File: src/rtl/top_k_tracker.sv
// Streaming top-K tracker: keeps the K largest samples in descending order
// (slot 0 = largest) with dedup, sync clear, rank readout and eviction report.
module top_k_tracker #(
    parameter int DATA_WIDTH = 32,
    parameter int K          = 4,
    parameter int IDX_W      = (K > 1) ? $clog2(K) : 1,
    parameter int CNT_W      = $clog2(K + 1)
) (
    input  logic                  clk,
    input  logic                  resetn,
    input  logic                  clear,
    input  logic                  din_valid,
    input  logic [DATA_WIDTH-1:0] din,
    input  logic                  dedup,
    input  logic [IDX_W-1:0]      rd_idx,
    output logic [DATA_WIDTH-1:0] dout,
    output logic                  dout_valid,
    output logic [CNT_W-1:0]      count,
    output logic                  evict_valid,
    output logic [DATA_WIDTH-1:0] evict_data
);

    logic [K-1:0][DATA_WIDTH-1:0] val_q, val_d, val_up;
    logic [K-1:0]                 vld_q, vld_d, vld_up;
    logic [K-1:0]                 ge, eq, ge_prev;
    logic [CNT_W-1:0]             count_q;
    logic                         dup_hit, insert;

    // Parallel compare; valid slots are a sorted prefix so ge is a thermometer code.
    for (genvar i = 0; i < K; i++) begin : g_cmp
        assign ge[i] = vld_q[i] && (val_q[i] >= din);
        assign eq[i] = vld_q[i] && (val_q[i] == din);
    end

    assign ge_prev = {ge[K-2:0], 1'b1};
    assign val_up  = {val_q[K-2:0], {DATA_WIDTH{1'b0}}};
    assign vld_up  = {vld_q[K-2:0], 1'b0};
    assign dup_hit = dedup && (|eq);
    assign insert  = din_valid && !clear && !dup_hit && !ge[K-1];

    // Slot i keeps its value if it ranks above din, takes din at the insertion
    // point, otherwise takes its upper neighbour.
    always_comb begin
        val_d = val_q;
        vld_d = vld_q;
        if (clear) begin
            val_d = '0;
            vld_d = '0;
        end else if (insert) begin
            for (int i = 0; i < K; i++) begin
                if (!ge[i]) begin
                    if (ge_prev[i]) begin
                        val_d[i] = din;
                        vld_d[i] = 1'b1;
                    end else begin
                        val_d[i] = val_up[i];
                        vld_d[i] = vld_up[i];
                    end
                end
            end
        end
    end

    always_ff @(posedge clk or negedge resetn) begin
        if (!resetn) begin
            val_q       <= '0;
            vld_q       <= '0;
            count_q     <= '0;
            evict_valid <= 1'b0;
            evict_data  <= '0;
        end else begin
            val_q       <= val_d;
            vld_q       <= vld_d;
            evict_valid <= insert && vld_q[K-1];
            if (insert && vld_q[K-1])
                evict_data <= val_q[K-1];
            if (clear)
                count_q <= '0;
            else if (insert && (count_q != CNT_W'(K)))
                count_q <= count_q + CNT_W'(1);
        end
    end

    assign count = count_q;

    // rd_idx values at or beyond K match no slot and read as empty.
    always_comb begin
        dout       = '0;
        dout_valid = 1'b0;
        for (int i = 0; i < K; i++) begin
            if (rd_idx == IDX_W'(i)) begin
                dout       = val_q[i] & {DATA_WIDTH{vld_q[i]}};
                dout_valid = vld_q[i];
            end
        end
    end

endmodule

File: config.mk
export PLATFORM = sky130hd
export DESIGN_NAME = top_k_tracker
export DESIGN_NICKNAME = d
export VERILOG_FILES = /design/src/rtl/top_k_tracker.sv
export SDC_FILE = /design/constraint.sdc
export NUM_CORES = 1
export LEC_CHECK = 0
export CORE_MARGIN = 3
export CORE_UTILIZATION = 45
export CTS_CLUSTER_DIAMETER = 40
export DETAILED_ROUTE_END_ITERATION = 12
export PLACE_DENSITY_LB_ADDON = 0.12
export SLEW_MARGIN = 20
export SYNTH_ARGS = -nofsm -noshare
export SYNTH_HDL_FRONTEND = slang
export SYNTH_SLANG_ARGS = --single-unit
File: constraint.sdc
create_clock -name clk -period 3.1 [get_ports clk]
set_clock_uncertainty 0.2 [all_clocks]
set_input_delay 0.62 -clock clk [delete_from_list [all_inputs] [get_ports clk]]
set_output_delay 0.62 -clock clk [all_outputs]
set_load 0.05 [all_outputs]
==> metrics.txt <==
status finished, violations left; failing checks negative setup slack; NumNets Final 1664; Layout Area Growth over Synthesis 54.23%; Final Slew Violations 0; Netlist cell types 54; crit path kind reg -> reg; H-tree depth 4; share of cells above drive strength 1 0.3700; Hold WS 0.3067 ns; Syn Area/Cell 9.789 µm²; r2r setup slk -0.54 ns; post-synthesis sequential area ratio 0.3680; worst setup margin -0.5353 ns; DRC Markers 0; RSZ-0062 raised after global routing yes; top post-synthesis cells by area dfrtp_1, ha_1, mux2i_1, a21oi_1, a22oi_1; antenna-violating nets left 0; global route overflow 0; DR vias 11.48k; met2 usage 0.5028; Slew @ Worst Pin 0.6973 ns; top-area cell type share of the netlist area 0.3680; total wire length 45530 µm; synthesized area 11420 µm²; Hold/Removal Path Class reg -> reg; first-pass GRT wire length 66200 µm; post-layout util 0.7160; Syn Nets 1336; most common cell in the netlist dfrtp_1; starting density of the core 0.4643; maxcap violations 0; Clock Latency Late Sink 0.44 ns; routed length per instance 24.85 µm; Hold Vio Cnt, Final 0; antenna violations before repair 1; vias per inst 6.267; global-route usage over all layers 0.3181; Req. time, crit path 3.21 ns; crit start category register; Die Area 27330 µm²; top cell type by total area after synthesis dfrtp_1; Root Driver clkbuf_16; Buffers on Ports 107; routability cong. 0.9079; total power 6.064 mW; Cell Area, Placed 14990 µm²; Setup TNS -60.90 ns; Worst Path Arrival 3.74 ns; Post-synth ARST share 1.000; Cells after Synth 1167; Worst VDD drop 0.0002944 V; core area 24600 µm²; busiest grt layer met2; vias in the first global route 11.50k; Setup crit end kind register; Leakage 8.568 nW; TritonCTS clock tree built; Max-slew headroom 0.5351; ant diodes 0; Die W 165.3 µm; largest net degree at the start of global routing 137; DP HPWL 25980 µm; Pwr Density 344.2 nW/µm²; Top Ports 108; Inserted Clock Buffers 17; post-route minimum period 3.635 ns; M1 GR Usage 0.4222; synth cell count leaders dfrtp_1, ha_1, a21oi_1; CTS Buffer Depth 2; Seq cells post-synth 168; Num Clock Sinks 168; Post-synth EDFFs 0; DR iter-0 viols 1252; cell row count 57; Final Cycle Share 1.173; # setup viols final 168; die height 165.3 µm; met3 usage 0.06136; Post-Layout Inst Area 17620 µm²; CP Max Fanout 6; max frequency 275.1 MHz; top_reg_cell synth dfrtp_1; drt first pass iters 6; CTS clk-pin slew, worst paths 0.07 ns; number of synthesis warnings 0
[logic make-up (layout without fill, tap and decap cells)]
kind of cell / after synthesis / after routing / share of synthesized area
AOI/OAI and AO/OA: 337 / 337 / 0.1840
adders and majority gates: 130 / 130 / 0.1424
buffers and inverters: 120 / 460 / 0.04381
and+or+nand+nor: 264 / 265 / 0.1275
DFF: 168 / 168 / 0.3680
muxes: 148 / 148 / 0.1343
[registers in the layout, summed over array words and instances, names as in the netlist]
| register | cells |
|---|---|
| evict_data | 32 |
| count | 3 |
| evict_valid | 1 |
| val_q | 128 |
| vld_q | 4 |
[path summary, 6_finish.rpt]
kind | startpoint | endpoint | depth (start not counted)
setup / recovery | val_q[96] | val_q[43] | 13
hold / removal | evict_data[19] | evict_data[19] | 1
setup reg to reg | val_q[96] | val_q[43] | 13
hold reg to reg | evict_data[19] | evict_data[19] | 1
max in group asynchronous | resetn | val_q[22] | 3
min in group asynchronous | resetn | val_q[109] | 2
[metrics by stage]
stage	std cells	worst slack, ns
after floorplan	1167	-0.2052
after global placement	1731	-1.227
after detailed placement	1731	-1.313
after CTS	1821	-0.3989
after global routing	1832	-0.6020
final	1832	-0.5353
[cell type report]
| type | count | area [µm²] |
|---|---|---|
| sequential | 168 | 4204 |
| inverter | 46 | 176.4 |
| timing repair buffer | 382 | 4491 |
| tap | 324 | 405.4 |
| fill | 1688 | 6987 |
| clock inverter | 14 | 112.6 |
| clock buffer | 18 | 439.2 |
| multi-input combinational | 880 | 7790 |
[per-layer routing]
layer	vias up	part of all wire
met3	161	0.083
met1	5662	0.41
met5	-	0
li1	5017	-
met2	641	0.46
met4	0	0.051
[where the power goes]
part           switching [mW]  total, mW  leakage [nW]  internal, mW
Clock                    1.02       2.09         0.274          1.07
Sequential              0.116       2.41          2.29          2.29
Combinational           0.841       1.56          6.00         0.723
[worst max-delay path: stages, from the launching register on]
cell and delay (ns):
dfrtp_1 0.40, inv_2 0.08, ha_4 0.20, nand2b_4 0.14, a2111oi_4 0.42, nor4b_2 0.10
or4b_4 0.55, a2111oi_4 0.34, buf_4 0.20, o21a_4 0.17, nand3b_1 0.19, buf_6 0.20
clkbuf_16 0.18, mux2i_1 0.12
[cells in the final DEF, fill, tap and decap left out, types with 28 or more instances in the layout]
master / instances
a211oi_2: 32
a21oi_1: 97
a22oi_1: 60
buf_12: 64
buf_4: 190
clkdlybuf4s50_1: 39
dfrtp_1: 168
ha_1: 107
mux2_2: 28
mux2i_1: 108
nand2_1: 49
nand2b_1: 54
nand3b_1: 33
nor2_1: 39
[repair_timing]
item                                    4_1_cts  5_1_grt
resized for setup                           174      115
setup buffers                                37       10
pin swaps                                    74       45
gates cloned                                 21        7
endpoints found under the hold margin        46        0
hold buffers                                  1        0
endpoints found under the setup margin      178      200
Note: power is estimated with default switching activity, not from simulation.
==> patch: new RTL, config.mk and constraints unchanged <==
`DATA_WIDTH`: 32 -> 64.
--- a/src/rtl/top_k_tracker.sv
+++ b/src/rtl/top_k_tracker.sv
@@ -1,7 +1,7 @@
 // Streaming top-K tracker: keeps the K largest samples in descending order
 // (slot 0 = largest) with dedup, sync clear, rank readout and eviction report.
 module top_k_tracker #(
-    parameter int DATA_WIDTH = 32,
+    parameter int DATA_WIDTH = 64,
     parameter int K          = 4,
     parameter int IDX_W      = (K > 1) ? $clog2(K) : 1,
     parameter int CNT_W      = $clog2(K + 1)
Ports: changed (resized din, dout and evict_data); port bits go from 108 to 204. The function was not compared with the original's and may differ.
==> patch against the original RTL <==
The flow still finishes with violations (negative setup slack); wire length up 100%; design area up 100%; area after synthesis up 94%; power rose to 2.6 times the old value; global-route usage up 0.10 points; synthesized cell count up 81%; count of clock-buffer cells in the layout up 63; die area up 90%; combinational power up 94%; worst setup slack better by 74 ps; clock power rose to 3.8 times the old value; sequential cell count up 160; fmax up 2.1%; critical path type unchanged.
==> patch: results (changes against the original RTL) <==
Parameter                              Value

Outcome
  Run status    finished with violations (unchanged)
  Violated checks    negative setup slack (unchanged)

Timing
  Final setup fails    334 (was 168)
  Worst hold slack after final layout    167 ps (was 307 ps)
  Setup slack of the critical path after layout    -461 ps (was -535 ps)
  Worst slew pin tran    979 ps (was 697 ps)
  Post-Route Setup TNS    -115310 ps (was -60900 ps)

Routing
  Met3 wire length    7.09 mm (was 3.77 mm)
  Total length of routed wires    91.6 mm (was 45.5 mm)
  Uppermost metal layer occupied by signal nets    met5 (was met4)
  Iteration-0 DRC Markers    1951 (was 1252)

Logic synthesis
  Sequential-to-total area share from yosys stat    37.0% (was 36.8%)
  Mux share of post-synthesis cell area    23.6% (was 13.4%)
  Complex-gate fraction of the synthesized area    11.5% (was 18.4%)
  Library cells used by synthesis    64 (was 54)

Global route
  Overall global routing resource usage    31.9% (was 31.8%)
  Largest net degree at the start of global routing    176 (was 137)

Hold path
  Hold Path Sink    val_q[244]$_DFFE_PN0P_ (was evict_data[19]$_DFFE_PN0P_)
  Start point of the worst hold path    din[52] (was evict_data[19]$_DFFE_PN0P_)

Place
  HPWL after DPL    56.6 mm (was 26.0 mm)
  Placer's final routability congestion estimate    0.929 (was 0.908)

Power
  Leakage power total    17.1 nW (was 8.57 nW)

Critical path
  CP peak stage delay    430 ps (was 550 ps)
  Crit path max-delay cell type    dfrtp_1 (was or4b_4)
  Critical path endpoint    evict_data[9]$_DFFE_PN0P_ (was val_q[43]$_DFFE_PN0P_)

CTS
  Number of buffers between clock root and the deepest sink    3 (was 2)
  Number of buffers inserted during clock tree synthesis    68 (was 17)
  Level count of the clock H-tree    3 (was 4)
[patch: layout make-up]
cell class	instances	area, um2
inverter	80	314
sequential	328	8210
fill	3294	12800
timing repair buffer	852	9170
clock inverter	44	656
clock buffer	81	1830
multi-input combinational	1596	14500
tap	656	821
[patch: timing repair]
item	in CTS	in global routing
endpoints found under the setup margin	392	386
hold buffers	1	0
pin swaps	53	65
buffers inserted	45	34
endpoints found under the hold margin	54	0
resized for setup	272	175
cloned	19	22
[patch: power by group]
part / internal [mW] / switching, mW / total (mW)
logic: 1.46 / 1.57 / 3.03
clock network: 5.09 / 2.82 / 7.91
registers: 4.49 / 0.186 / 4.67
total: 11.0 / 4.58 / 15.6
[patch: per-layer routing]
metal  vias up  global-route usage [%]
met5         -                       0
met4         2                    16.6
met3       318                    5.61
met2      1049                    52.1
met1     10777                    40.6
li1       9543                       -
